===== src/rtl/expr_rpn_sequencer_pkg.sv =====
// Shared definitions for the RPN sequencer: FSM state encodings, ALU op codes,
// default sizes and the signed-overflow rule used when EXPR_OVERFLOW_CHECK_EN is set.
package expr_rpn_sequencer_pkg;

    localparam int DEF_WIDTH = 16;
    localparam int DEF_DEPTH = 8;

    typedef enum logic [1:0] {
        FETCH = 2'd0,
        EXEC  = 2'd1,
        DONE  = 2'd2
    } state_t;

    localparam logic OP_ADD = 1'b0;
    localparam logic OP_SUB = 1'b1;

    // Add overflows on equal operand signs, sub on differing signs; both need a sign flip in the result.
    function automatic logic add_sub_overflow(input logic h, input logic a_msb,
                                              input logic b_msb, input logic r_msb);
        logic sign_cond;
        sign_cond = (h == OP_SUB) ? (a_msb != b_msb) : (a_msb == b_msb);
        return sign_cond && (r_msb != a_msb);
    endfunction

endpackage


===== src/rtl/expr_stack.sv =====
// Operand stack: DEPTH x WIDTH register array with a depth counter,
// push / pop-two-push-one / clear controls and top / second-from-top read ports.
module expr_stack
    import expr_rpn_sequencer_pkg::*;
#(
    parameter int WIDTH = DEF_WIDTH,
    parameter int DEPTH = DEF_DEPTH,
    localparam int AW  = $clog2(DEPTH),
    localparam int CW  = AW + 1
) (
    input  logic             clk,
    input  logic             rst_n,
    input  logic             push,
    input  logic             pop2push1,
    input  logic             clear,
    input  logic [WIDTH-1:0] wr_data,
    output logic             full,
    output logic [CW-1:0]    count,
    output logic [WIDTH-1:0] top,
    output logic [WIDTH-1:0] second
);

    logic [WIDTH-1:0] mem [DEPTH];
    logic [AW-1:0]    top_idx;
    logic [AW-1:0]    sec_idx;

    // DEPTH is a power of two, so the low counter bits address the array directly.
    assign top_idx = AW'(count - CW'(1));
    assign sec_idx = AW'(count - CW'(2));
    assign full    = (count == CW'(DEPTH));
    assign top     = mem[top_idx];
    assign second  = mem[sec_idx];

    always_ff @(posedge clk or negedge rst_n) begin
        if (!rst_n) begin
            count <= '0;
            for (int i = 0; i < DEPTH; i++) begin
                mem[i] <= '0;
            end
        end else if (clear) begin
            count <= '0;
        end else if (push) begin
            mem[count[AW-1:0]] <= wr_data;
            count              <= count + CW'(1);
        end else if (pop2push1) begin
            mem[sec_idx] <= wr_data;
            count        <= count - CW'(1);
        end
    end

endmodule


===== src/rtl/expr_rpn_sequencer.sv =====
// Reverse-Polish expression sequencer driving a combinational 16-bit ALU.
// Define EXPR_OVERFLOW_CHECK_EN to flag signed add/sub overflow as an expression error.
module expr_rpn_sequencer
    import expr_rpn_sequencer_pkg::*;
#(
    parameter int WIDTH = DEF_WIDTH,
    parameter int DEPTH = DEF_DEPTH
) (
    input  logic             clk,
    input  logic             rst_n,
    input  logic             tok_valid,
    output logic             tok_ready,
    input  logic             tok_is_op,
    input  logic [WIDTH-1:0] tok_data,
    input  logic             tok_last,
    output logic             alu_h,
    output logic [WIDTH-1:0] alu_a,
    output logic [WIDTH-1:0] alu_b,
    input  logic [WIDTH-1:0] alu_result,
    output logic             res_valid,
    input  logic             res_ready,
    output logic [WIDTH-1:0] res_data,
    output logic             res_error
);

    localparam int CW = $clog2(DEPTH) + 1;

    state_t           state_q, state_d;
    logic             err_q, err_d;
    logic             last_q, last_d;
    logic             alu_load;
    logic             st_push, st_pop, st_clear;
    logic             st_full;
    logic [CW-1:0]    st_count;
    logic [WIDTH-1:0] st_top, st_second;
    logic [WIDTH-1:0] st_wr_data;
    logic             tok_fire;

    // Handshakes: a transfer happens on a rising edge where valid and ready are both 1;
    // valid-side outputs hold steady until that edge.
    assign tok_ready  = rst_n && (state_q == FETCH);
    assign tok_fire   = tok_valid && tok_ready;
    assign res_valid  = (state_q == DONE);
    assign res_error  = res_valid && (err_q || (st_count != CW'(1)));
    assign res_data   = (res_valid && !res_error) ? st_top : '0;
    assign st_wr_data = (state_q == EXEC) ? alu_result : tok_data;

    expr_stack #(.WIDTH(WIDTH), .DEPTH(DEPTH)) u_stack (
        .clk       (clk),
        .rst_n     (rst_n),
        .push      (st_push),
        .pop2push1 (st_pop),
        .clear     (st_clear),
        .wr_data   (st_wr_data),
        .full      (st_full),
        .count     (st_count),
        .top       (st_top),
        .second    (st_second)
    );

    always_comb begin
        state_d  = state_q;
        err_d    = err_q;
        last_d   = last_q;
        alu_load = 1'b0;
        st_push  = 1'b0;
        st_pop   = 1'b0;
        st_clear = 1'b0;
        case (state_q)
            FETCH: begin
                if (tok_fire) begin
                    if (!tok_is_op) begin
                        if (!err_q) begin
                            if (st_full) err_d = 1'b1;
                            else         st_push = 1'b1;
                        end
                        if (tok_last) state_d = DONE;
                    end else if (err_q || (st_count < CW'(2))) begin
                        // Errored expressions still drain tokens up to tok_last.
                        err_d = 1'b1;
                        if (tok_last) state_d = DONE;
                    end else begin
                        alu_load = 1'b1;
                        last_d   = tok_last;
                        state_d  = EXEC;
                    end
                end
            end
            EXEC: begin
                st_pop = 1'b1;
`ifdef EXPR_OVERFLOW_CHECK_EN
                if (add_sub_overflow(alu_h, alu_a[WIDTH-1], alu_b[WIDTH-1], alu_result[WIDTH-1]))
                    err_d = 1'b1;
`endif
                state_d = last_q ? DONE : FETCH;
            end
            DONE: begin
                if (res_ready) begin
                    st_clear = 1'b1;
                    err_d    = 1'b0;
                    state_d  = FETCH;
                end
            end
            default: state_d = FETCH;
        endcase
    end

    always_ff @(posedge clk or negedge rst_n) begin
        if (!rst_n) begin
            state_q <= FETCH;
            err_q   <= 1'b0;
            last_q  <= 1'b0;
            alu_h   <= 1'b0;
            alu_a   <= '0;
            alu_b   <= '0;
        end else begin
            state_q <= state_d;
            err_q   <= err_d;
            last_q  <= last_d;
            if (alu_load) begin
                alu_h <= tok_data[0];
                alu_a <= st_second;
                alu_b <= st_top;
            end
        end
    end

endmodule


===== config.mk =====
export PLATFORM = sky130hd
export DESIGN_NAME = expr_rpn_sequencer
export DESIGN_NICKNAME = d
export VERILOG_FILES = /design/src/rtl/expr_rpn_sequencer_pkg.sv /design/src/rtl/expr_stack.sv /design/src/rtl/expr_rpn_sequencer.sv
export SDC_FILE = /design/constraint.sdc
export NUM_CORES = 1
export LEC_CHECK = 0
export BUFFER_PORTS_ARGS = -buffer_cell sky130_fd_sc_hd__buf_4
export CAP_MARGIN = 10
export CORE_ASPECT_RATIO = 0.75
export CORE_MARGIN = 2
export CORE_UTILIZATION = 25
export CTS_BUF_LIST = sky130_fd_sc_hd__clkbuf_8
export CTS_CLUSTER_SIZE = 30
export DETAILED_ROUTE_END_ITERATION = 16
export GPL_ROUTABILITY_DRIVEN = 0
export PLACE_DENSITY = 0.41
export SYNTH_ARGS = -nofsm -noshare
export SYNTH_HDL_FRONTEND = slang
export SYNTH_SLANG_ARGS = --single-unit

===== constraint.sdc =====
create_clock -name clk -period 8.2 [get_ports clk]
set_input_delay 2.05 -clock clk [delete_from_list [all_inputs] [get_ports clk]]
set_output_delay 2.05 -clock clk [all_outputs]
set_load 0.05 [all_outputs]

==> results.sh, run 1 <==
export IMPL_clk_path_buf_depth=2
export IMPL_grt_overflow=0
export IMPL_yosysUniqueCellTypes=40
export IMPL_yosys_warnings=0
export IMPL_place_ws_ps=2251
export IMPL_powerDensity_nw_per_um2=436.3
export IMPL_drive_gt1_share_pct=37.05
export IMPL_top_usage_layer="met2"
export IMPL_leakagePower_nw=4.521
export IMPL_synth_edf_count=0
export IMPL_core_um2=34700
export IMPL_post_cts_buffers=0
export IMPL_grt_max_degree=88
export IMPL_yosys_register_bits=169
export IMPL_hold_viol=0
export IMPL_grt_use_met1_pct=18.51
export IMPL_io_pins=90
export IMPL_fin_area_um2=10380
export IMPL_critPathTopFamily="buffers and inverters"
export IMPL_syn_area_um2=8818
export IMPL_clock_latency_ps=460
export IMPL_critPathKind="reg2out"
export IMPL_antennaDiodeCount=0
export IMPL_synthToLayoutAreaGrowth_pct=17.68
export IMPL_synthMostInstantiatedCell="dfrtp_1"
export IMPL_maxCapViolCount=0
export IMPL_grt_pass1_vias=6051
export IMPL_start_util_pct=25.42
export IMPL_layout_min_cycle_time_ps=6353
export IMPL_synth_flop_cell="dfrtp_1"
export IMPL_critPathBufInv=3
export IMPL_clk_pin_slew_worst_paths_ps=100
export IMPL_ctsHoldBuffers=0
export IMPL_netlist_instances=628
export IMPL_path_cells="clkinv_1, ha_2, buf_4, mux4_2, mux2i_1, nor2_1, buf_4"
export IMPL_start_kind="flop"
export IMPL_cp_slowest_stage_delay_ps=970
export IMPL_global_route_usage_met3_pct=2.999
export IMPL_wl_per_cell_um=20.87
export IMPL_post_route_util_pct=29.91
export IMPL_setup_tns_final_ps=0
export IMPL_min_path_cells=1
export IMPL_synthArstFlopShare_pct=100.0
export IMPL_syn_nets=673
export IMPL_die_area_um2=36810
export IMPL_path_common_cell="buf_4"
export IMPL_critical_path_max_fanout=33
export IMPL_clock_root_buffer="clkbuf_8"
export IMPL_dpl_cell_area_um2=9915
export IMPL_nets=751
export IMPL_place_hpwl_mm=15.56
export IMPL_drv_slew=0
export IMPL_drt_pass1_iterations=5
export IMPL_peakVddDrop_mv=0.1716
export IMPL_rsz0062_at_grt="no"
export IMPL_htree_levels=4
export IMPL_cp_end_kind="output port"
export IMPL_setup_viol=0
export IMPL_hp_class="reg2reg"
export IMPL_rrSetupSlack_ps=4450
export IMPL_synthTopCellsByCount="dfrtp_1, mux2_1, mux4_2, nand2_1"
export IMPL_cts_sinks=169
export IMPL_worst_r2r_path_depth=6
export IMPL_die_h_um=166.7
export IMPL_num_vias=5580
export IMPL_slew_headroom_pct=32.27
export IMPL_post_route_period_util_pct=77.47
export IMPL_required_ps=6150
export IMPL_viasPerCell=4.749
export IMPL_cts_tree="done"
export IMPL_post_cts_resized=0
export IMPL_yosys_area_top_type_share_pct=47.96
export IMPL_synth_avg_cell_area_um2=14.04
export IMPL_ant_nets=0
export IMPL_antenna_found_initial=0
export IMPL_cts_buffers_inserted=17
export IMPL_fp_dieW_um=220.9
export IMPL_crit_slowest_cell="ha_2"
export IMPL_worst_pin_slew_ps=1014
export IMPL_track_usage_pct=13.60
export IMPL_num_rows=59
export IMPL_drt_total_wl_mm=24.52
export IMPL_drc=0
export IMPL_yosysSeqAreaShare_pct=47.96
export IMPL_status="finished clean"
export IMPL_path_depth=7
export IMPL_grt_pass1_wl_mm=37.77
export IMPL_whs_ps=511.0
export IMPL_fin_skew_ps=18.44
export IMPL_portBuffers=89
export IMPL_timing_fmax_mhz=157.4
export IMPL_yosys_top_cells_area="dfrtp_1, mux4_2, mux2_1"
export IMPL_finalWorstSetupSlack_ps=1847
export IMPL_drt_iter0_drc=342
export IMPL_yosys_area_top_type="dfrtp_1"
export IMPL_grt_util_met2_pct=21.77
export IMPL_arrival_ps=4300
cell families after synthesis:
logic type	synth area share [%]
XOR/XNOR	0.09934
flip-flops	47.96
AND/OR/NAND/NOR	6.952
adder cells (fa/ha/maj)	0.9931
AO/OA/AOI/OAI	4.200
buffers and inverters	2.994
multiplexers	36.80
metal layers:
layer / part of all wire, % / vias to the layer above
met2: 48 / 127
met1: 47 / 2952
met4: 1.6 / 0
met5: 0 / -
met3: 3.4 / 22
li1: - / 2479
sequential cells by signal, indices dropped and copies added (netlist names):
register / flops
alu_a: 16
alu_b: 16
alu_h: 1
err_q: 1
last_q: 1
state_q: 2
u_stack.count: 4
u_stack.mem: 128
cell usage in the layout (no fill, tap or decap), types with 2 or more instances in the layout:
master | netlist | routed
nand2b_1 | 2 | 2
clkbuf_8 | 0 | 19
mux2i_1 | 34 | 34
nand3_1 | 3 | 3
buf_4 | 3 | 98
a21oi_4 | 8 | 8
inv_1 | 3 | 4
a21oi_1 | 34 | 34
mux4_2 | 64 | 64
nand2_1 | 57 | 57
nor2_1 | 50 | 50
mux2_2 | 50 | 50
nand4_4 | 4 | 4
dfrtp_1 | 169 | 167
a22oi_1 | 2 | 2
clkinv_2 | 0 | 2
bufinv_16 | 0 | 4
clkinvlp_4 | 0 | 3
ha_1 | 7 | 6
mux2_1 | 80 | 80
through the flow:
stage	std cells	total power, W
global route	1175	0.004824
floorplan	628	0.003238
finish	1175	0.004528
global placement	1143	0.003850
CTS	1174	0.004606
detailed placement	1143	0.003918
report_power, final:
group          leakage (nW)  switching (W)  total (W)  internal (W)
Clock                 0.215       0.000322   0.000668      0.000346
Combinational          2.18        0.00121    0.00230       0.00109
Sequential             2.12       0.000333    0.00156       0.00123
Total                  4.52        0.00187    0.00453       0.00266
worst paths after layout:
path                                        end             start
worst max-delay path                res_data[6]  u_stack.count[0]
worst min-delay path                      alu_h             alu_h
worst max register to register         alu_b[6]  u_stack.count[0]
worst min register to register            alu_h             alu_h
max in group asynchronous       u_stack.mem[88]             rst_n
min in group asynchronous            state_q[1]             rst_n
area by class of cell:
class                   instances  area (µm²)
fillers                      3482       24320
clock buffers                  19       261.5
flip-flops and latches        169        4234
clock inverters                12       173.9
well taps                     457       571.8
inverters                       4       15.01
repair buffers                100       774.5
multi-input cells             414        4347
Note: power is estimated with default switching activity, not from simulation.
==> inputs of run 2 (changes only) <==
--- a/config.mk
+++ b/config.mk
@@ -5,6 +5,7 @@
 export SDC_FILE = /design/constraint.sdc
 export NUM_CORES = 1
 export LEC_CHECK = 0
+export ABC_AREA = 1
 export BUFFER_PORTS_ARGS = -buffer_cell sky130_fd_sc_hd__buf_4
 export CAP_MARGIN = 10
 export CORE_ASPECT_RATIO = 0.75
==> constraint.sdc (replaced) <==
create_clock -name clk -period 6.3 [get_ports clk]
set_input_delay 1.575 -clock clk [delete_from_list [all_inputs] [get_ports clk]]
set_output_delay 1.575 -clock clk [all_outputs]
set_load 0.05 [all_outputs]
==> run 2 against run 1 <==
Against the previous run: setup slack worse by 520 ps; sequential power up 26%; sequential cell count is the same.
==> results.sh, run 2 <==
export IMPL_synthTopCellsByCount="nand2_1, nand3_1, dfrtp_1, o211ai_1, inv_1"
export IMPL_clk_path_buf_depth=2
export IMPL_timing_fmax_mhz=201.3
export IMPL_clk_pin_slew_worst_paths_ps=110
export IMPL_start_util_pct=25.52
export IMPL_grt_pass1_vias=8710
export IMPL_leakagePower_nw=5.852
export IMPL_critical_path_max_fanout=62
export IMPL_clock_latency_ps=490
export IMPL_start_kind="flop"
export IMPL_antennaDiodeCount=0
export IMPL_syn_nets=1402
export IMPL_setup_viol=0
export IMPL_drc=0
export IMPL_track_usage_pct=19.54
export IMPL_num_vias=9355
export IMPL_syn_area_um2=9838
export IMPL_powerDensity_nw_per_um2=539.5
export IMPL_die_area_um2=40970
export IMPL_nets=1441
export IMPL_final_common_cell="nand2_1"
export IMPL_drt_iter0_drc=1099
export IMPL_ctsHoldBuffers=0
export IMPL_critPathTopFamily="buffers and inverters"
export IMPL_num_rows=62
export IMPL_critPathKind="reg2out"
export IMPL_cp_slowest_stage_delay_ps=850
export IMPL_grt_max_degree=138
export IMPL_layout_min_cycle_time_ps=4968
export IMPL_drive_gt1_share_pct=12.42
export IMPL_grt_overflow=0
export IMPL_place_hpwl_mm=25.71
export IMPL_yosys_register_bits=169
export IMPL_clock_root_buffer="clkbuf_8"
export IMPL_yosysSeqAreaShare_pct=42.99
export IMPL_peakVddDrop_mv=0.2482
export IMPL_hp_class="reg2reg"
export IMPL_crit_slowest_cell="dfrtp_4"
export IMPL_required_ps=4720
export IMPL_maxCapViolCount=0
export IMPL_drt_pass1_iterations=5
export IMPL_slew_headroom_pct=42.68
export IMPL_setup_tns_final_ps=0
export IMPL_antenna_found_initial=0
export IMPL_arrival_ps=3390
export IMPL_critPathBufInv=4
export IMPL_cts_sinks=169
export IMPL_yosys_warnings=0
export IMPL_rsz0062_at_grt="no"
export IMPL_top_regs="u_stack.mem (128), alu_a (16), alu_b (16)"
export IMPL_post_cts_resized=0
export IMPL_path_cells="clkinv_2, ha_1, inv_1, buf_4, o211ai_1, nand2_1, nand2_1, a21oi_1, buf_4"
export IMPL_drv_slew=0
export IMPL_p_total_w=0.006074
export IMPL_ant_nets=0
export IMPL_htree_levels=4
export IMPL_drt_total_wl_mm=39.11
export IMPL_largest_register="u_stack.mem"
export IMPL_die_h_um=175.8
export IMPL_hold_viol=0
export IMPL_worst_pin_slew_ps=858.8
export IMPL_portBuffers=89
export IMPL_yosys_top_cells_area="dfrtp_1, nand2_1, nand3_1"
export IMPL_synthMostInstantiatedCell="nand2_1"
export IMPL_cts_tree="done"
export IMPL_core_um2=38550
export IMPL_post_cts_buffers=0
export IMPL_synth_flop_cell="dfrtp_1"
export IMPL_largest_reg_flops=128
export IMPL_grt_pass1_wl_mm=59.08
export IMPL_yosysUniqueCellTypes=31
export IMPL_synth_avg_cell_area_um2=7.250
export IMPL_fp_dieW_um=233.1
export IMPL_viasPerCell=4.870
export IMPL_synthArstFlopShare_pct=100.0
export IMPL_synthToLayoutAreaGrowth_pct=14.43
export IMPL_yosys_area_top_type="dfrtp_1"
export IMPL_wl_per_cell_um=20.36
export IMPL_status="finished clean"
export IMPL_cp_end_kind="output port"
export IMPL_final_cell_mix="nand2_1, nand3_1, dfrtp_1, buf_4, o211ai_1"
export IMPL_fin_skew_ps=21.84
export IMPL_yosys_area_top_type_share_pct=42.99
export IMPL_io_pins=90
export IMPL_post_route_period_util_pct=78.85
export IMPL_netlist_instances=1357
export IMPL_cts_buffers_inserted=17
export IMPL_synth_edf_count=0
[run 2: cell count changes in the layout (fill, tap and decap cells not counted), sizes merged, moves of 5 or more]
| cell | delta |
|---|---|
| nand2 | +560 |
| nand3 | +181 |
| mux2 | -130 |
| o211ai | +96 |
| inv | +83 |
| mux4 | -64 |
| o21ai | +47 |
| nor2 | -43 |
| mux2i | -34 |
| a21oi | +6 |
| buf | +5 |
[run 2: logic make-up (layout without fill, tap and decap cells)]
kind of cell	after synthesis	in the layout	share of synthesized area (%)
and+or+nand+nor	813	813	35.05
xor gates and xnor gates	3	3	0.3435
AOI/OAI and AO/OA	193	193	12.76
buffers and inverters	172	224	7.974
DFF	169	169	42.99
adders and majority gates	7	7	0.8902
[run 2: metrics by stage]
step | area [µm²] | hold slack, ps | util, % | instances | setup slack (ps)
3_5_place_dp | 10840 | 459.7 | 28.11 | 1889 | 1849
4_1_cts | 11260 | 482.2 | 29.20 | 1921 | 1276
5_1_grt | 11260 | 498.4 | 29.20 | 1921 | 1020
2_1_floorplan | 9838 | 441.9 | - | 1357 | 1844
6_report | 11260 | 475.6 | 29.20 | 1921 | 1332
3_3_place_gp | 10840 | 454.7 | 28.11 | 1889 | 1893
[run 2: final cells by class]
cell class	count	area (µm²)
multi-input cells	1016	4830
fillers	4240	27300
repair buffers	105	804.5
inverters	87	327.8
well taps	512	640.6
clock buffers	19	261.5
flip-flops and latches	169	4234
clock inverters	13	160.2
[run 2: path summary, 6_finish.rpt]
| kind | start | end | slack, ps | depth (start not counted) |
|---|---|---|---|---|
| worst max-delay path | u_stack.count[0] | res_data[15] | 1330 | 9 |
| worst min-delay path | u_stack.mem[66] | u_stack.mem[66] | 480 | 2 |
| worst max register to register | u_stack.count[0] | u_stack.mem[51] | 2400 | 8 |
| worst min register to register | u_stack.mem[66] | u_stack.mem[66] | 480 | 2 |
| max in group asynchronous | rst_n | u_stack.mem[15] | 4150 | 2 |
| min in group asynchronous | rst_n | state_q[1] | 980 | 1 |
[run 2: power breakdown]
group	switching, W	internal (W)
logic	0.00230	0.000931
registers	0.000402	0.00157
clock network	0.000432	0.000445
total	0.00313	0.00294
[run 2: per-layer routing]
metal  track usage, %  vias to the layer above  share of wire (%)
met3            3.604                       15                7.2
met4            3.025                        0               0.49
met1            32.18                     4457                 53
met2            25.93                      353                 39
li1                 -                     4530                  -
met5                0                        -                  0
[run 2: tightest hold or removal path, delay by kind of cell, from the launching register on]
family / cells / cell delay (ps)
flip-flops: 1 / 350
AND/OR/NAND/NOR: 2 / 90
